==> src/rtl/gnr_pkg.sv <==
// Shared types and defaults for the GNR attractor sequencer.
package gnr_pkg;

    localparam int unsigned N_NODES_DEF = 8;
    localparam int unsigned CNT_W_DEF   = 16;

    typedef enum logic [2:0] {
        IDLE,
        LOAD,
        STEP,
        CMP,
        PSTEP,
        PCMP,
        DONE
    } gnr_state_e;

endpackage

==> src/rtl/gnr_step_cnt.sv <==
// Saturation-free step counter with synchronous clear and an equals-limit flag.
module gnr_step_cnt #(
    parameter int unsigned CNT_W = 16
) (
    input  logic             clk,
    input  logic             rst,
    input  logic             clr,
    input  logic             en,
    input  logic [CNT_W-1:0] limit,
    output logic [CNT_W-1:0] cnt,
    output logic             at_limit_c
);

    always_ff @(posedge clk) begin
        if (rst || clr) begin
            cnt <= '0;
        end else if (en) begin
            cnt <= cnt + CNT_W'(1);
        end
    end

    assign at_limit_c = (cnt == limit);

endmodule

==> src/rtl/gnr_attractor_ctrl.sv <==
// Floyd cycle-detection sequencer for a two-copy GNR node network:
// finds the attractor, then measures its period with the tortoise frozen.
module gnr_attractor_ctrl
    import gnr_pkg::*;
#(
    parameter int unsigned N_NODES = N_NODES_DEF,
    parameter int unsigned CNT_W   = CNT_W_DEF
) (
    input  logic               clk,
    input  logic               rst,
    input  logic               start,
    input  logic [N_NODES-1:0] seed,
    input  logic [CNT_W-1:0]   max_steps,
    input  logic [N_NODES-1:0] s0_vec,
    input  logic [N_NODES-1:0] s1_vec,
    output logic               reset_nos,
    output logic               start_s0,
    output logic               start_s1,
    output logic [N_NODES-1:0] init_state,
    output logic               busy,
    output logic               done,
    output logic               found,
    output logic               timeout,
    output logic [CNT_W-1:0]   steps_out,
    output logic [CNT_W-1:0]   period_out,
    output logic [N_NODES-1:0] attr_state
);

    gnr_state_e       state;
    logic [CNT_W-1:0] max_q;
    logic             start_acc_c;
    logic             step_lim_c;
    logic             per_lim_c;
    logic             same_c;

    assign start_acc_c = (state == IDLE) && start;
    assign same_c      = (s0_vec == s1_vec);

    gnr_step_cnt #(.CNT_W(CNT_W)) u_steps (
        .clk        (clk),
        .rst        (rst),
        .clr        (start_acc_c),
        .en         (state == STEP),
        .limit      (max_q),
        .cnt        (steps_out),
        .at_limit_c (step_lim_c)
    );

    gnr_step_cnt #(.CNT_W(CNT_W)) u_period (
        .clk        (clk),
        .rst        (rst),
        .clr        (start_acc_c),
        .en         (state == PSTEP),
        .limit      (max_q),
        .cnt        (period_out),
        .at_limit_c (per_lim_c)
    );

    // Strobes are raised on entry to their state so they last exactly that state's cycle.
    always_ff @(posedge clk) begin
        if (rst) begin
            state      <= IDLE;
            max_q      <= '0;
            reset_nos  <= 1'b0;
            start_s0   <= 1'b0;
            start_s1   <= 1'b0;
            init_state <= '0;
            busy       <= 1'b0;
            done       <= 1'b0;
            found      <= 1'b0;
            timeout    <= 1'b0;
            attr_state <= '0;
        end else begin
            reset_nos <= 1'b0;
            start_s0  <= 1'b0;
            start_s1  <= 1'b0;
            done      <= 1'b0;
            unique case (state)
                IDLE: begin
                    if (start) begin
                        init_state <= seed;
                        max_q      <= max_steps;
                        found      <= 1'b0;
                        timeout    <= 1'b0;
                        attr_state <= '0;
                        busy       <= 1'b1;
                        reset_nos  <= 1'b1;
                        state      <= LOAD;
                    end
                end
                LOAD: begin
                    if (max_q == '0) begin
                        timeout <= 1'b1;
                        busy    <= 1'b0;
                        done    <= 1'b1;
                        state   <= DONE;
                    end else begin
                        start_s0 <= 1'b1;
                        start_s1 <= 1'b1;
                        state    <= STEP;
                    end
                end
                STEP: state <= CMP;
                CMP: begin
                    // Tortoise and hare positions only line up on even step counts.
                    if (!steps_out[0] && same_c) begin
                        attr_state <= s1_vec;
                        start_s1   <= 1'b1;
                        state      <= PSTEP;
                    end else if (step_lim_c) begin
                        timeout <= 1'b1;
                        busy    <= 1'b0;
                        done    <= 1'b1;
                        state   <= DONE;
                    end else begin
                        start_s0 <= 1'b1;
                        start_s1 <= 1'b1;
                        state    <= STEP;
                    end
                end
                PSTEP: state <= PCMP;
                PCMP: begin
                    if (same_c) begin
                        found <= 1'b1;
                        busy  <= 1'b0;
                        done  <= 1'b1;
                        state <= DONE;
                    end else if (per_lim_c) begin
                        timeout <= 1'b1;
                        busy    <= 1'b0;
                        done    <= 1'b1;
                        state   <= DONE;
                    end else begin
                        start_s1 <= 1'b1;
                        state    <= PSTEP;
                    end
                end
                DONE:    state <= IDLE;
                default: state <= IDLE;
            endcase
        end
    end

endmodule

==> config.mk <==
export PLATFORM = sky130hd
export DESIGN_NAME = gnr_attractor_ctrl
export DESIGN_NICKNAME = d
export VERILOG_FILES = /design/src/rtl/gnr_pkg.sv /design/src/rtl/gnr_step_cnt.sv /design/src/rtl/gnr_attractor_ctrl.sv
export SDC_FILE = /design/constraint.sdc
export NUM_CORES = 1
export LEC_CHECK = 0
export BUFFER_PORTS_ARGS = -buffer_cell sky130_fd_sc_hd__buf_2
export CORE_UTILIZATION = 47
export CTS_CLUSTER_DIAMETER = 100
export DETAILED_ROUTE_END_ITERATION = 12
export PLACE_DENSITY_LB_ADDON = 0.3
export SETUP_SLACK_MARGIN = 0.05
export SYNTH_ARGS = -nofsm -noshare
export SYNTH_HDL_FRONTEND = slang
export SYNTH_SLANG_ARGS = --single-unit
==> constraint.sdc <==
create_clock -name clk -period 1.7 [get_ports clk]
set_input_delay 0.34 -clock clk [delete_from_list [all_inputs] [get_ports clk]]
set_output_delay 0.34 -clock clk [all_outputs]
set_load 0.005 [all_outputs]
---- Word level (Yosys, flattened, before mapping) ----
Index checks and enable logic that the tools add are counted.
operators by class
  magnitude comparators ................... 0
  shift operators ......................... 0
  multiplexer cells ....................... 41
  reductions and logical operators ........ 15
  equal/unequal tests ..................... 17
  bitwise operators ....................... 1
  multiply operators ...................... 0
  $add $sub $neg .......................... 2
  divide/modulo/power cells ............... 0
operator list
  operator                                              count
  adder 16 x 1 -> 16 bit (second input constant)        2
  equality test 16 bit                                  2
  two-way mux 1 bit                                     25
  case mux 3 bit (6 select lines)                       1
  zero test 16 bit                                      1
  two-way mux 8 bit                                     2
  != test 2 bit (second input constant)                 8
  case mux 8 bit (2 select lines)                       1
  two-way mux 3 bit                                     4
  equality test 8 bit                                   1
  case mux 1 bit (4 select lines)                       2
  AND reduction 7 bit                                   1
  equality test 3 x 2 -> 1 bit (second input constant)  2
  equality test 3 bit (second input constant)           2
  case mux 1 bit (3 select lines)                       2
  AND reduction 3 bit                                   2
  AND reduction 6 bit                                   1
  two-way mux 2 bit                                     2
  case mux 1 bit (2 select lines)                       2
  nonzero test 2 bit                                    2
  nonzero test 4 bit                                    1
  equality test 3 x 1 -> 1 bit (second input constant)  1
  zero test 3 bit                                       1
  != test 3 bit (second input constant)                 1
  6 further kinds                                       7
word-level totals
  input bits .............................. 43
  memory bits (read-only) ................. 0
  logic and storage cells ................. 89
  memories ................................ 0
  bits in writable memories ............... 0
  output and inout port bits .............. 55
  bits in latches ......................... 0
  bits in registers ....................... 74

---- Depth between registers and ports, before layout ----
  word-level depth ........................ 4
  mapped depth ............................ 8

---- Modules after synthesis ----
Synthesis repeated with hierarchy kept, for this count alone.
unflattened totals
  cells, all modules ...................... 427
  area total of the unflattened synthesis .. 3619.7 um^2
by module, submodules not included
  module                   cells each  area an instance (um^2)  sequential area each (um^2)  instances
  gnr_attractor_ctrl       214         1761.7                   840.8                        1
  gnr_step_cnt (u_steps)   109         952.2                    320.3                        1
  gnr_step_cnt (u_period)  104         905.9                    320.3                        1

---- Least setup slack after synthesis ----
Ideal clock, no wire load.
  kind .................................... input to register
  start point ............................. input s0_vec[0]
  end point ............................... register attr_state[0]
  cell stages on the path ................. 7
  setup slack ............................. -0.024 ns
  data arrival time ....................... 1.654 ns
  data required time ...................... 1.630 ns
  buffers on the path ..................... 1
  cell sequence ........................... xnor2_1 -> nand4_1 -> or4b_4 -> buf_6 -> o21ai_4 -> nand3_1 -> a21oi_1
between the ends
  cells in the longest elaborated chain, start to end .. 4
ends and longest elaborated chain
  element                               line                       RTL
  from (decl)                           gnr_attractor_ctrl.sv:14   input logic [N_NODES-1:0] s0_vec,
  equality test 8 bit                   gnr_attractor_ctrl.sv:37   assign same_c = (s0_vec == s1_vec);
  logical AND 1 bit                     gnr_attractor_ctrl.sv:106  if (!steps_out[0] && same_c) begin
  != test 2 bit (no source line)        -
  AND reduction 3 bit (no source line)  -
  to (signal assigned)                  gnr_attractor_ctrl.sv:107  attr_state <= s1_vec;
  to (decl)                             gnr_attractor_ctrl.sv:26   output logic [N_NODES-1:0] attr_state
No other way between the ends.
A chain may end at the register's enable or synchronous reset.

---- Worst setup path in the final report ----
  start point ............................. register max_q[1]
  end point ............................... register busy
between the ends
  cells in the longest elaborated chain, start to end .. 3
  elaborated cells between the ends (all ways) .. 7
  classes of those cells .................. eq/ne: 5; reduce/logical: 2
ends and longest elaborated chain
  element                                                                 line                                          RTL
  from (decl)                                                             gnr_attractor_ctrl.sv:30                      logic [CNT_W-1:0] max_q;
  from (signal assigned)                                                  gnr_attractor_ctrl.sv:82                      max_q <= max_steps;
  equality test 16 bit / zero test 16 bit (equally long branches)         gnr_step_cnt.sv:22, gnr_attractor_ctrl.sv:92
  != test 3 bit (no source line) / != test 2 bit (equally long branches)  -
  AND reduction 6 bit (no source line) (*)                                -
  to (signal assigned)                                                    gnr_attractor_ctrl.sv:68                      busy <= 1'b0;
  to (signal assigned)                                                    gnr_attractor_ctrl.sv:86                      busy <= 1'b1;
  to (signal assigned)                                                    gnr_attractor_ctrl.sv:94                      busy <= 1'b0;
  to (decl)                                                               gnr_attractor_ctrl.sv:20                      output logic busy,
Every way passes the cells marked *; elsewhere a longest branch is shown, timed or not.

==> run_summary.xml <==
<?xml version="1.0" encoding="UTF-8"?>
<metrics>
  <group name="routing">
    <metric name="met2_routed_wl" unit="um">5210</metric>
    <metric name="detail_route.vias_per_cell" unit="">5.38</metric>
    <metric name="highest-signal-layer" unit="">met4</metric>
    <metric name="detail_route.iter0.violations" unit="">229</metric>
    <metric name="wl_met1" unit="um">4410</metric>
    <metric name="route.antenna.remaining_nets" unit="">0</metric>
    <metric name="drt_pass1_iterations" unit="">5</metric>
    <metric name="wire_per_inst" unit="um">15.6</metric>
    <metric name="route.vias.total" unit="">3719</metric>
    <metric name="detail_route.drc_violations" unit="">0</metric>
    <metric name="dr_wl_met3" unit="um">758</metric>
    <metric name="postRouteWirelength" unit="um">10800</metric>
  </group>
  <group name="clock_tree">
    <metric name="ctsHtreeMaxLevel" unit="">3</metric>
    <metric name="cts.clk_slew.worst_paths" unit="ns">0.07</metric>
    <metric name="clk-insertion-delay-late" unit="ns">0.35</metric>
    <metric name="cts_hold_buffers" unit="">0</metric>
    <metric name="cts_sinks" unit="">74</metric>
    <metric name="cts-root-to-sink-buffers" unit="">2</metric>
    <metric name="cts_buffers" unit="">9</metric>
    <metric name="cts_tree" unit="">built</metric>
    <metric name="cts_root_buffer" unit="">sky130_fd_sc_hd__clkbuf_8</metric>
  </group>
  <group name="setup_path">
    <metric name="setup.worst_path.start_class" unit="">flop</metric>
    <metric name="required" unit="ns">1.96</metric>
    <metric name="critical_path.endpoint_type" unit="">flop</metric>
    <metric name="flop2flop_setup_slack" unit="ns">-0.16</metric>
    <metric name="cp_max_fo" unit="">3</metric>
    <metric name="timing.critical_path.slowest_cell_delay" unit="ns">0.41</metric>
    <metric name="cpMaxStageDelayCell" unit="">sky130_fd_sc_hd__nor4_4</metric>
    <metric name="crit_chain" unit="">buf_6, xnor2_2, nand4_1, nor4_4, a21oi_2, a211o_1, a221oi_2</metric>
    <metric name="critical_path_class" unit="">reg2reg</metric>
    <metric name="worst-path-buf-inv" unit="">1</metric>
    <metric name="critical-path-top-delay-family" unit="">compound AO/OA/AOI/OAI gates</metric>
    <metric name="worst_ep_arrival_time" unit="ns">2.12</metric>
  </group>
  <group name="power">
    <metric name="clkPwrFrac" unit="%">32.4</metric>
    <metric name="swShare" unit="%">28.6</metric>
    <metric name="total_switching_power" unit="mW">1.13</metric>
    <metric name="cellLeakagePower" unit="nW">2.16</metric>
    <metric name="power_density_over_the_cells" unit="mW/mm^2">768</metric>
    <metric name="power.share.sequential" unit="%">47.7</metric>
    <metric name="combPwrFrac" unit="%">19.9</metric>
    <metric name="power.internal" unit="mW">2.83</metric>
    <metric name="peakVddDrop" unit="mV">0.652</metric>
    <metric name="total_power" unit="mW">3.96</metric>
  </group>
  <group name="sta">
    <metric name="maxSlewHeadroom" unit="%">61.7</metric>
    <metric name="setup_violations" unit="">9</metric>
    <metric name="worst_pin_slew" unit="ns">0.567</metric>
    <metric name="total_negative_setup_slacks" unit="ns">-0.486</metric>
    <metric name="final.period_utilization" unit="%">110</metric>
    <metric name="hold_slack" unit="ns">0.218</metric>
    <metric name="clock-skew-final" unit="ns">0.0101</metric>
    <metric name="min_period" unit="ns">1.86</metric>
    <metric name="report.final.hold_viol_count" unit="">0</metric>
    <metric name="rsz0062_at_grt" unit="">yes</metric>
    <metric name="setup_ws" unit="ns">-0.165</metric>
    <metric name="clock.fmax" unit="MHz">536</metric>
    <metric name="timing.final.max_slew_violations" unit="">0</metric>
  </group>
  <group name="yosys">
    <metric name="asyncSetResetFlopFracSynth" unit="%">0</metric>
    <metric name="netlist.top_cell.by_area" unit="">sky130_fd_sc_hd__dfxtp_1</metric>
    <metric name="synth_top_flop_cell" unit="">sky130_fd_sc_hd__dfxtp_1</metric>
    <metric name="ys_warn_count" unit="">0</metric>
    <metric name="syn-num-nets" unit="">459</metric>
    <metric name="avgSynthCellArea" unit="um^2">8.36</metric>
    <metric name="unique_masters_post_synth" unit="">40</metric>
    <metric name="number_of_instances_in_the_synthesized_netlist" unit="">414</metric>
    <metric name="synth.top_cells.by_area" unit="">sky130_fd_sc_hd__dfxtp_1 43%, sky130_fd_sc_hd__xnor2_1 12%, sky130_fd_sc_hd__nand2_1 7.3%</metric>
    <metric name="yosysTopAreaCellShare" unit="%">42.8</metric>
    <metric name="synth_edf_count" unit="">0</metric>
    <metric name="post_synth_instance_area" unit="mm^2">0.00346</metric>
    <metric name="synth-seq-cells" unit="">74</metric>
    <metric name="seq_area_frac_synth" unit="%">42.8</metric>
  </group>
  <group name="floorplanning">
    <metric name="num_io_pins" unit="">98</metric>
    <metric name="core_area" unit="mm^2">0.00694</metric>
    <metric name="die_width" unit="um">87.8</metric>
    <metric name="die_h" unit="um">87.8</metric>
    <metric name="dieArea" unit="mm^2">0.00771</metric>
    <metric name="floorplan.initialDensity" unit="%">49.8</metric>
    <metric name="std_cell_rows" unit="">30</metric>
  </group>
  <group name="place">
    <metric name="placed_cell_area" unit="mm^2">0.00457</metric>
    <metric name="port_buffers" unit="">97</metric>
    <metric name="dp_hpwl" unit="um">7040</metric>
    <metric name="routabilityCongestion" unit="">0.894</metric>
  </group>
  <group name="grt">
    <metric name="first_pass_grt_wire_length" unit="um">16200</metric>
    <metric name="grt_util_all_layers" unit="%">27.6</metric>
    <metric name="first_global_vias" unit="">3455</metric>
    <metric name="grt_start_max_net_pins" unit="">36</metric>
    <metric name="globalRoute.totalOverflow" unit="">0</metric>
    <metric name="grt_antenna_before_repair" unit="">0</metric>
  </group>
  <group name="finish">
    <metric name="areaGrowthSynthToFinish" unit="%">49.1</metric>
    <metric name="finalInstanceArea" unit="mm^2">0.00516</metric>
    <metric name="fin_nets" unit="">635</metric>
    <metric name="antennaDiodeCount" unit="">0</metric>
    <metric name="fin_util" unit="%">74.3</metric>
    <metric name="layout-drive-gt1-share" unit="%">45.2</metric>
  </group>
  <group name="outcome">
    <metric name="failed_checks" unit="">negative setup slack</metric>
    <metric name="status" unit="">finished with violations</metric>
  </group>
  <group name="hold_path">
    <metric name="hold_path.class" unit="">in2reg</metric>
  </group>
  <group name="flow_run">
    <metric name="drv_cap" unit="">0</metric>
  </group>
</metrics>
[repair_timing]
item,CTS,global route
pin swaps,18,24
buffers inserted,4,10
setup endpoints to repair,15,63
gates cloned,0,0
gates resized for setup,44,37
[layout by cell type, fill, tap and decap left out, types with 3 or more instances in the layout]
| cell | synthesis | routed |
|---|---|---|
| sky130_fd_sc_hd__dfxtp_4 | 0 | 6 |
| sky130_fd_sc_hd__xor2_1 | 19 | 19 |
| sky130_fd_sc_hd__or3_1 | 4 | 4 |
| sky130_fd_sc_hd__xnor2_1 | 48 | 39 |
| sky130_fd_sc_hd__nor2_2 | 0 | 3 |
| sky130_fd_sc_hd__and3_4 | 0 | 3 |
| sky130_fd_sc_hd__nand3_2 | 0 | 8 |
| sky130_fd_sc_hd__o211ai_1 | 8 | 8 |
| sky130_fd_sc_hd__nor2_1 | 41 | 38 |
| sky130_fd_sc_hd__nand3_1 | 18 | 10 |
| sky130_fd_sc_hd__dfxtp_2 | 0 | 20 |
| sky130_fd_sc_hd__o21ai_0 | 6 | 5 |
| sky130_fd_sc_hd__and2_1 | 3 | 3 |
| sky130_fd_sc_hd__clkbuf_8 | 0 | 12 |
| sky130_fd_sc_hd__buf_4 | 0 | 77 |
| sky130_fd_sc_hd__nor4_2 | 1 | 5 |
| sky130_fd_sc_hd__a21oi_2 | 0 | 4 |
| sky130_fd_sc_hd__nand2_1 | 67 | 67 |
| sky130_fd_sc_hd__nor3_2 | 0 | 4 |
| sky130_fd_sc_hd__a21oi_1 | 43 | 39 |
| sky130_fd_sc_hd__buf_2 | 4 | 96 |
| sky130_fd_sc_hd__buf_6 | 1 | 10 |
| sky130_fd_sc_hd__xnor2_2 | 0 | 9 |
| sky130_fd_sc_hd__dfxtp_1 | 74 | 48 |
| sky130_fd_sc_hd__nand2b_1 | 4 | 3 |
| sky130_fd_sc_hd__nand4_1 | 16 | 16 |
| sky130_fd_sc_hd__inv_1 | 5 | 5 |
| sky130_fd_sc_hd__and3_1 | 7 | 4 |
[worst min-delay path, cell delays in order]
cell	delay, ns
sky130_fd_sc_hd__buf_2	0.10
sky130_fd_sc_hd__nand2_1	0.04
sky130_fd_sc_hd__a21oi_1	0.05
[metrics by stage]
stage / setup WS (ns) / std cells
finish: -0.165 / 691
global route: -0.244 / 691
CTS: -0.0834 / 681
detailed placement: -0.338 / 661
global placement: -0.262 / 661
floorplan: -0.0141 / 414
[layer usage]
| metal | global-route usage [%] | vias up |
|---|---|---|
| li1 | - | 1773 |
| met1 | 34.2 | 1742 |
| met2 | 46.1 | 172 |
| met3 | 6.88 | 32 |
| met4 | 10.9 | 0 |
| met5 | 0 | - |
[synth_stat cells (all sizes together) (2+ instances only)]
| library cell | number |
|---|---|
| nand4 | 16 |
| nand2b | 4 |
| ha | 2 |
| o21ai | 8 |
| nand3 | 18 |
| a31oi | 2 |
| clkbuf | 14 |
| nand2 | 67 |
| and3 | 7 |
| dfxtp | 74 |
| or3 | 4 |
| nor3b | 2 |
| xnor2 | 48 |
| nor4 | 7 |
| nor2 | 41 |
| buf | 5 |
| and2 | 3 |
| xor2 | 19 |
| a21oi | 43 |
| inv | 5 |
| o211ai | 8 |
| nor3 | 4 |
[cell families (layout without fill, tap and decap cells)]
| kind of cell | after synthesis | after routing | synth area share, % |
|---|---|---|---|
| mux | 1 | 1 | 0.289 |
| compound gates | 67 | 67 | 11.5 |
| flops | 74 | 74 | 42.8 |
| fa+ha+maj | 2 | 2 | 0.723 |
| simple gates | 179 | 179 | 24.8 |
| buf+inv | 24 | 205 | 2.97 |
| xor+xnor | 67 | 67 | 17.0 |
[sequential cells by signal, summed over array words and instances, names as in the netlist]
name,flops
u_steps.cnt,16
init_state,8
timeout,1
done,1
state,3
found,1
attr_state,8
busy,1
max_q,16
u_period.cnt,16
start_s1,1
start_s0,1
reset_nos,1
[worst paths after layout]
check	to	startpoint	cells past startpoint
hold / removal	max_q[9]	max_steps[9]	3
setup reg to reg	busy	max_q[1]	7
setup / recovery	busy	max_q[1]	7
hold reg to reg	init_state[5]	init_state[5]	2
[area by class of cell]
| type | instances | area [um^2] |
|---|---|---|
| Clock inverter | 2 | 10.0 |
| Sequential cell | 74 | 1530 |
| Multi-Input combinational cell | 316 | 2120 |
| Timing Repair Buffer | 184 | 1190 |
| Clock buffer | 14 | 173 |
| Fill cell | 500 | 1790 |
| Inverter | 5 | 18.8 |
| Tap cell | 96 | 120 |
[power by group through the flow]
stage	sequential, mW	combinational, mW	clock, mW
detailed placement	1.92	0.653	0
CTS	1.89	0.730	1.29
global placement	1.91	0.642	0
floorplan	1.90	0.383	0
finish	1.89	0.788	1.28
global route	1.90	0.846	1.40
No activity file was read; power rests on OpenSTA's default activity.
